[config.mk]
export PLATFORM = sky130hd
export DESIGN_NAME = apb_fabric_master
export DESIGN_NICKNAME = d
export VERILOG_FILES = /design/src/rtl/apb_fabric_pkg.sv /design/src/rtl/apb_wait_timer.sv /design/src/rtl/apb_fabric_master.sv
export SDC_FILE = /design/constraint.sdc
export NUM_CORES = 1
export LEC_CHECK = 0
export CORE_UTILIZATION = 40
export DETAILED_ROUTE_END_ITERATION = 12
export GPL_TIMING_DRIVEN = 0
export MAX_ROUTING_LAYER = met4
export PLACE_DENSITY = 0.79
export SETUP_SLACK_MARGIN = 0.05
export SYNTH_ARGS = -nofsm -noshare
export SYNTH_HDL_FRONTEND = slang
export SYNTH_SLANG_ARGS = --single-unit
[constraint.sdc]
create_clock -name PCLK -period 5.3 [get_ports PCLK]
set_input_delay 1.06 -clock PCLK [delete_from_list [all_inputs] [get_ports PCLK]]
set_output_delay 1.06 -clock PCLK [all_outputs]
set_load 0.1 [all_outputs]
[src/rtl/apb_fabric_pkg.sv]
// Shared definitions for the fabric-side APB3 initiator.
//   - apb_state_e : transfer FSM states (IDLE/SETUP/ACCESS/RESP)
//   - ADDR_W_DEF / DATA_W_DEF : default bus widths
//   - RSP_* : response status encoding, packed as {err, timeout}
package apb_fabric_pkg;

    localparam int ADDR_W_DEF = 32;
    localparam int DATA_W_DEF = 32;

    typedef enum logic [1:0] {
        ST_IDLE   = 2'd0,
        ST_SETUP  = 2'd1,
        ST_ACCESS = 2'd2,
        ST_RESP   = 2'd3
    } apb_state_e;

    // Response status, bit 1 = error, bit 0 = error caused by timeout.
    localparam logic [1:0] RSP_OK      = 2'b00;
    localparam logic [1:0] RSP_SLVERR  = 2'b10;
    localparam logic [1:0] RSP_TIMEOUT = 2'b11;

endpackage

[src/rtl/apb_wait_timer.sv]
// Saturating wait-state counter for the APB ACCESS phase.
// Ports:
//   i_clk, i_rst_n : clock, asynchronous active-low reset
//   i_clear        : synchronous clear (held while the FSM is in SETUP)
//   i_enable       : count one wait state
//   o_expired      : counter sits on the last permitted wait cycle
// TIMEOUT = 0 removes the counter entirely and ties o_expired low.
module apb_wait_timer #(
    parameter int TIMEOUT = 256
) (
    input  logic i_clk,
    input  logic i_rst_n,
    input  logic i_clear,
    input  logic i_enable,
    output logic o_expired
);

    generate
        if (TIMEOUT == 0) begin : g_off
            assign o_expired = 1'b0;
        end else begin : g_on
            localparam int CW = $clog2(TIMEOUT + 1);
            localparam logic [CW-1:0] LAST = CW'(TIMEOUT - 1);
            localparam logic [CW-1:0] MAX  = CW'(TIMEOUT);

            logic [CW-1:0] r_count;

            always_ff @(posedge i_clk or negedge i_rst_n) begin
                if (!i_rst_n) begin
                    r_count <= '0;
                end else if (i_clear) begin
                    r_count <= '0;
                end else if (i_enable && (r_count != MAX)) begin
                    r_count <= r_count + 1'b1;
                end
            end

            // Count value k means k wait states already seen, so the
            // (TIMEOUT)th ACCESS cycle is the one where the count is TIMEOUT-1.
            assign o_expired = (r_count == LAST);
        end
    endgenerate

endmodule

[src/rtl/apb_fabric_master.sv]
// APB3 initiator driven by a simple command/response stream from fabric logic.
// Ports:
//   PCLK, PRESERN            : fabric clock, asynchronous active-low reset
//   cmd_valid/cmd_ready      : command handshake; cmd_write/cmd_addr/cmd_wdata
//   rsp_valid/rsp_ready      : response handshake; rsp_rdata/rsp_err/rsp_timeout
//   PSEL..PWDATA, PREADY..   : APB3 initiator interface
//   o_dbg_state              : current FSM state (apb_state_e encoding)
// Handshakes: a transfer on cmd_* or rsp_* happens on a rising PCLK edge where
// valid and ready are both high; the sender holds its payload stable while
// valid is high and ready is low, and ready never depends on valid.
module apb_fabric_master
    import apb_fabric_pkg::*;
#(
    parameter int ADDR_W  = ADDR_W_DEF,
    parameter int DATA_W  = DATA_W_DEF,
    parameter int TIMEOUT = 256
) (
    input  logic              PCLK,
    input  logic              PRESERN,
    input  logic              cmd_valid,
    output logic              cmd_ready,
    input  logic              cmd_write,
    input  logic [ADDR_W-1:0] cmd_addr,
    input  logic [DATA_W-1:0] cmd_wdata,
    output logic              rsp_valid,
    input  logic              rsp_ready,
    output logic [DATA_W-1:0] rsp_rdata,
    output logic              rsp_err,
    output logic              rsp_timeout,
    output logic              PSEL,
    output logic              PENABLE,
    output logic              PWRITE,
    output logic [ADDR_W-1:0] PADDR,
    output logic [DATA_W-1:0] PWDATA,
    input  logic              PREADY,
    input  logic [DATA_W-1:0] PRDATA,
    input  logic              PSLVERR,
    output logic [1:0]        o_dbg_state
);

    apb_state_e        r_state;
    apb_state_e        w_state_nxt;
    logic              r_ready_en;
    logic              r_pwrite;
    logic [ADDR_W-1:0] r_paddr;
    logic [DATA_W-1:0] r_pwdata;
    logic [DATA_W-1:0] r_rsp_rdata;
    logic [1:0]        r_rsp_status;

    logic w_psel;
    logic w_penable;
    logic w_idle;
    logic w_accept;
    logic w_done;
    logic w_abort;
    logic w_expired;

    // PREADY high on the timeout cycle completes normally.
    assign w_accept = cmd_valid && cmd_ready;
    assign w_done   = (r_state == ST_ACCESS) && PREADY;
    assign w_abort  = (r_state == ST_ACCESS) && !PREADY && w_expired;

    apb_wait_timer #(
        .TIMEOUT (TIMEOUT)
    ) u_wait_timer (
        .i_clk     (PCLK),
        .i_rst_n   (PRESERN),
        .i_clear   (r_state == ST_SETUP),
        .i_enable  ((r_state == ST_ACCESS) && !PREADY),
        .o_expired (w_expired)
    );

    always_ff @(posedge PCLK or negedge PRESERN) begin
        if (!PRESERN) begin
            r_state <= ST_IDLE;
        end else begin
            r_state <= w_state_nxt;
        end
    end

    always_comb begin
        w_state_nxt = r_state;
        w_psel      = 1'b0;
        w_penable   = 1'b0;
        w_idle      = 1'b0;
        case (r_state)
            ST_IDLE: begin
                w_idle = 1'b1;
                if (w_accept) w_state_nxt = ST_SETUP;
            end
            ST_SETUP: begin
                w_psel      = 1'b1;
                w_state_nxt = ST_ACCESS;
            end
            ST_ACCESS: begin
                w_psel    = 1'b1;
                w_penable = 1'b1;
                if (w_done || w_abort) w_state_nxt = ST_RESP;
            end
            ST_RESP: begin
                if (rsp_ready) w_state_nxt = ST_IDLE;
            end
            default: w_state_nxt = ST_IDLE;
        endcase
    end

    // Keeps cmd_ready low while reset is held even though the FSM idles.
    always_ff @(posedge PCLK or negedge PRESERN) begin
        if (!PRESERN) begin
            r_ready_en <= 1'b0;
        end else begin
            r_ready_en <= 1'b1;
        end
    end

    always_ff @(posedge PCLK or negedge PRESERN) begin
        if (!PRESERN) begin
            r_pwrite     <= 1'b0;
            r_paddr      <= '0;
            r_pwdata     <= '0;
            r_rsp_rdata  <= '0;
            r_rsp_status <= RSP_OK;
        end else begin
            if (w_accept) begin
                r_pwrite <= cmd_write;
                r_paddr  <= cmd_addr;
                r_pwdata <= cmd_wdata;
            end
            if (w_done) begin
                r_rsp_rdata  <= r_pwrite ? '0 : PRDATA;
                r_rsp_status <= PSLVERR ? RSP_SLVERR : RSP_OK;
            end else if (w_abort) begin
                r_rsp_rdata  <= '0;
                r_rsp_status <= RSP_TIMEOUT;
            end
        end
    end

    assign cmd_ready   = w_idle && r_ready_en;
    assign rsp_valid   = (r_state == ST_RESP);
    assign rsp_rdata   = r_rsp_rdata;
    assign rsp_err     = r_rsp_status[1];
    assign rsp_timeout = r_rsp_status[0];
    assign PSEL        = w_psel;
    assign PENABLE     = w_penable;
    assign PWRITE      = r_pwrite;
    assign PADDR       = r_paddr;
    assign PWDATA      = r_pwdata;
    assign o_dbg_state = r_state;

endmodule

# Word-level counts from Yosys, hierarchy flattened
# Cells that the tools add are included.
dict set report word_totals {
  reg_bits 111
  input_bits 103
  ramBits 0
  wordCells 45
  latchBits 0
  mem_count 0
  mem_bits_ro 0
  output_inout_bits 105
}
dict set report classes {
  addsub 1
  magnitude_cmp 0
  shifts 0
  n_eq_ne 8
  muxes 15
  n_div 0
  mul 0
  n_reduce_logical 13
  bitwise 0
}
# op n
set ops {}
lappend ops {{$mux 32} 3}
lappend ops {{$mux 9} 2}
lappend ops {{$mux 2} 6}
lappend ops {{$add 9x1->9 const B} 1}
lappend ops {{$eq 9x8->1 const B} 1}
lappend ops {{$ne 9x9->1 const B} 1}
lappend ops {{$pmux 2 s4} 1}
lappend ops {{$logic_and 1x1->1} 6}
lappend ops {{$eq 2x2->1 const B} 2}
lappend ops {{$ne 2x1->1 const B} 2}
lappend ops {{$reduce_bool 2->1} 2}
lappend ops {{$mux 1} 3}
lappend ops {{$reduce_and 3->1} 1}
lappend ops {{$eq 2x1->1 const B} 1}
lappend ops {{$logic_not 2->1} 1}
lappend ops {{$ne 2x2->1 const B} 1}
lappend ops {{$reduce_or 2->1} 1}
lappend ops {{$logic_not 1->1} 1}
lappend ops {{$logic_or 1x1->1} 1}

# Longest topological paths before layout
dict set report logic_depth {
  ltp_word 6
  ltp_mapped 7
}

# Cells and area by module
# From an unflattened synthesis, not the netlist that was laid out.
dict set report hier_totals {
  hier_cells 291
  hier_area_um2 4609.4
}
# module area_each_um2 seq_area_each_um2 n_inst cells_per_inst
set modules_own_cells {}
lappend modules_own_cells {apb_fabric_master 4076.4 2552.4 1 236}
lappend modules_own_cells {apb_wait_timer 533.0 225.2 1 55}

# Least setup slack after synthesis
# Ideal clock, no wire load.
dict set report synth_path {
  kind {register to register}
  start {reg r_state[1], in the netlist o_dbg_state[1]}
  end {reg u_wait_timer.g_on.r_count[0]}
  slack_ns 2.212
  arrival_ns 2.963
  path_buffers 1
  path_stages_with_launch 6
  setup_time_ns 0.125
  cell_sequence {dfrtp_1 > ha_1 > clkbuf_2 > and2b_1 > a21boi_1 > mux2_2}
}
dict set report synth_between {
  elab_chain_cells 4
  word_cells_on_any_way 6
  cone_classes {2 x eq/ne; 1 x mux; 3 x reduce/logical}
}
# item line_no
set synth_lines {}
lappend synth_lines {{start, declared} apb_fabric_master.sv:41} ;# apb_state_e r_state;
lappend synth_lines {{start signal, assigned} apb_fabric_master.sv:77} ;# r_state <= w_state_nxt;
lappend synth_lines {{$eq 2x2->1} apb_fabric_master.sv:69} ;# .i_enable ((r_state == ST_ACCESS) && !PREADY),
lappend synth_lines {{$logic_and 1x1->1} apb_fabric_master.sv:69}
lappend synth_lines {{$logic_and 1x1->1} apb_wait_timer.sv:33} ;# end else if (i_enable && (r_count != MAX)) begin
lappend synth_lines {{$reduce_bool 2->1 (no line)} n/a}
lappend synth_lines {{end signal, assigned} apb_wait_timer.sv:34} ;# r_count <= r_count + 1'b1;
lappend synth_lines {{end, declared} apb_wait_timer.sv:26} ;# logic [CW-1:0] r_count;
# Several ways; a longest one is shown, not always the timed one.
# A chain may end at the register's enable or synchronous reset.

# Worst setup path in the final report
dict set report layout_path {
  start {reg r_state[0], in the netlist o_dbg_state[0]}
  end {out cmd_ready}
}
dict set report layout_between {
  elab_chain_cells 3
}
# item line_no
set layout_lines {}
lappend layout_lines {{$logic_not 2->1} apb_fabric_master.sv:86} ;# case (r_state)
lappend layout_lines {{$mux 1} apb_fabric_master.sv:86}
lappend layout_lines {{$logic_and 1x1->1} apb_fabric_master.sv:139} ;# assign cmd_ready = w_idle && r_ready_en;
lappend layout_lines {{end, declared} apb_fabric_master.sv:21} ;# output logic cmd_ready,
# Every way passes these cells.

==> results_dict.tcl <==
set metrics [dict create \
    status "completed" \
    vias 3240 \
    ctsHoldBuffers 0 \
    numCtsBuffers 9 \
    avgSynthCellArea_um2 14.9 \
    wl_per_cell_um 16.6 \
    hp-start "PADDR[28]$_DFFE_PN0P_" \
    cts_resized 0 \
    rr_worst_depth 7 \
    yosysUniqueCellTypes 35 \
    gp_congestion 0.768 \
    grt-ovfl-total 0 \
    dr.pass1.iters 4 \
    cts_setup_buffers 0 \
    htree_levels 3 \
    worstSetupEndpointType "primary output" \
    tightest_slew_ns 1.03 \
    cts.sinks 111 \
    met2_usage 0.342 \
    ys_warn_count 0 \
    post-route-period-util 0.654 \
    critPathArrivalTime_ns 2.41 \
    synth-edff-count 0 \
    final_cell_mix "206 x clkdlybuf4s50_1, 111 x dfrtp_1, 67 x mux2_2" \
    clkTransAtPathRegs_ns 0.10 \
    initial_core_util 0.415 \
    first_global_vias 3469 \
    rsz0062_at_grt "false" \
    tns_ns 0 \
    syn_to_final_growth_pct 57.2 \
    setup_viol 0 \
    fin_skew_ns 0.0127 \
    cap_violations 0 \
    cts_root_buffer "clkbuf_8" \
    insertion_delay_ns 0.37 \
    first_iter_violations 81 \
    synth_flop_cell "dfrtp_1" \
    clock_path_buffers 2 \
    holdWs_ns 0.508 \
    postSynthCellCount 291 \
    hpwl_um 8280 \
    hp-class "reg2reg" \
    antenna_found_initial 0 \
    final_common_cell "clkdlybuf4s50_1" \
    r2r-end "rsp_rdata[6]$_DFFE_PN0P_" \
    min_period_ns 3.47 \
    whs_path_depth 1 \
    synth_area_leaders "dfrtp_1 64%, mux2_2 17%, a22o_1 6.5%" \
    postRouteAntennaNets 0 \
    grt_max_degree 73 \
    rows 37 \
    reg2reg_slack_ns 3.18 \
    met3_usage 0.0380 \
    synth_top_area_share 0.642 \
    post-place-ws_ns 2.24 \
    dp_cells 635 \
    die_y_um 106 \
    viasPerCell 4.98 \
    slew_viol_final 0 \
    max_slew_margin 0.309 \
    die_x_um 106 \
    ys_seq_elements 111 \
    hold_viol_final 0 \
    finalWorstSetupSlack_ns 1.83 \
    grt_pass1_wl_um 17500 \
    drive_gt1_frac 0.196 \
    grt_use_met1 0.249 \
    diodes 0 \
    final_cells 651 \
    max_freq_mhz 289 \
    port_buffers 207 \
    final_nets 620 \
    async_reset_ff_frac 1.00 \
    grt_use_total 0.206 \
    grt.busiest_layer "met2" \
    critical_path_required_ns 4.24 \
    path_max_fanout 5 \
    syn_nets 401 \
    die-area_mm2 0.0112 \
    core_mm2 0.0104 \
    num_io_pins 208 \
    start_kind "register" \
    drc 0 \
    ys_seq_area_frac 0.642 \
    wl_um 10800 \
    holdPathEnd "PADDR[28]$_DFFE_PN0P_" \
    r2r_start "u_wait_timer.g_on.r_count[0]$_DFFE_PN0P_" \
    yosys.area.top_type "dfrtp_1" \
    netlist_area_mm2 0.00433 \
    crit_type "reg2out" \
    cts_tree "done" \
]
-- logic make-up (layout without fill, tap and decap cells) --
group / Yosys count / after routing / synth area share
adder cells (fa/ha/maj): 7 / 7 / 0.0202
buffers and inverters: 24 / 248 / 0.0260
other: 1 / 1 / 0.000867
flip-flops: 111 / 111 / 0.642
multiplexers: 68 / 68 / 0.177
AO/OA/AOI/OAI: 52 / 52 / 0.0931
AND/OR/NAND/NOR: 28 / 28 / 0.0411
-- worst max-delay path by stage --
stage                                     startpoint                                  endpoint  slack [ns]  cells past startpoint
final                     o_dbg_state[0]$_DFFE_PN0P_                                 cmd_ready        1.83                      4
after global placement                       PRESERN                  rsp_rdata[0]$_DFFE_PN0P_       -0.94                      1
after global routing      o_dbg_state[0]$_DFFE_PN0P_                                 cmd_ready        1.71                      4
after CTS                 o_dbg_state[0]$_DFFE_PN0P_                                 cmd_ready        1.81                      4
after floorplan           o_dbg_state[1]$_DFFE_PN0P_  u_wait_timer.g_on.r_count[0]$_DFFE_PN0P_        2.21                      5
after detailed placement  o_dbg_state[0]$_DFFE_PN0P_                                 cmd_ready        2.24                      4
-- area by class of cell --
| class | count | area, µm² |
|---|---|---|
| inverter | 9 | 33.8 |
| clock inverter | 6 | 68.8 |
| sequential | 111 | 2780 |
| fill | 788 | 3620 |
| buffer | 15 | 78.8 |
| clock buffer | 10 | 138 |
| tap | 136 | 170 |
| multi-input combinational | 156 | 1440 |
| timing repair buffer | 208 | 2100 |
-- Yosys cell counts (2+ instances only) --
library cell    n
a21oi_1         9
a22o_1         32
buf_2           9
clkbuf_1        4
dfrtp_1       111
ha_1            7
inv_1           9
mux2_2         67
nand2_1         5
nand2b_1        2
nand3_1         2
nor2_1          5
nor4b_2         2
o21ai_0         4
or3_1           3
-- critical path, cell delays in order, from the launching register on --
cell and delay (ns):
dfrtp_1 0.45, inv_1 0.10, ha_1 0.21, and2_1 0.14
clkdlybuf4s50_1 1.13
-- sequential cells by signal, indices dropped and copies added (netlist names) --
register,cells
PWDATA,32
rsp_rdata,32
PWRITE,1
u_wait_timer.g_on.r_count,9
PADDR,32
o_dbg_state,2
r_ready_en,1
r_rsp_status,2
-- per-stage QoR --
stage / instance area [µm²] / utilization
global route: 6800 / 0.653
finish: 6800 / 0.653
global placement: 6570 / 0.631
CTS: 6800 / 0.653
floorplan: 4330 / -
detailed placement: 6590 / 0.633
-- routing by layer --
| layer | part of all wire | wire length [µm] | up-vias |
|---|---|---|---|
| li1 | - | - | 1479 |
| met1 | 0.43 | 4610 | 1590 |
| met2 | 0.49 | 5280 | 146 |
| met3 | 0.055 | 591 | 25 |
| met4 | 0.029 | 318 | 0 |
| met5 | 0 | 0 | - |
Power is not shown: default switching activity piles up to over one toggle a cycle in this logic, so the estimate is an artifact.
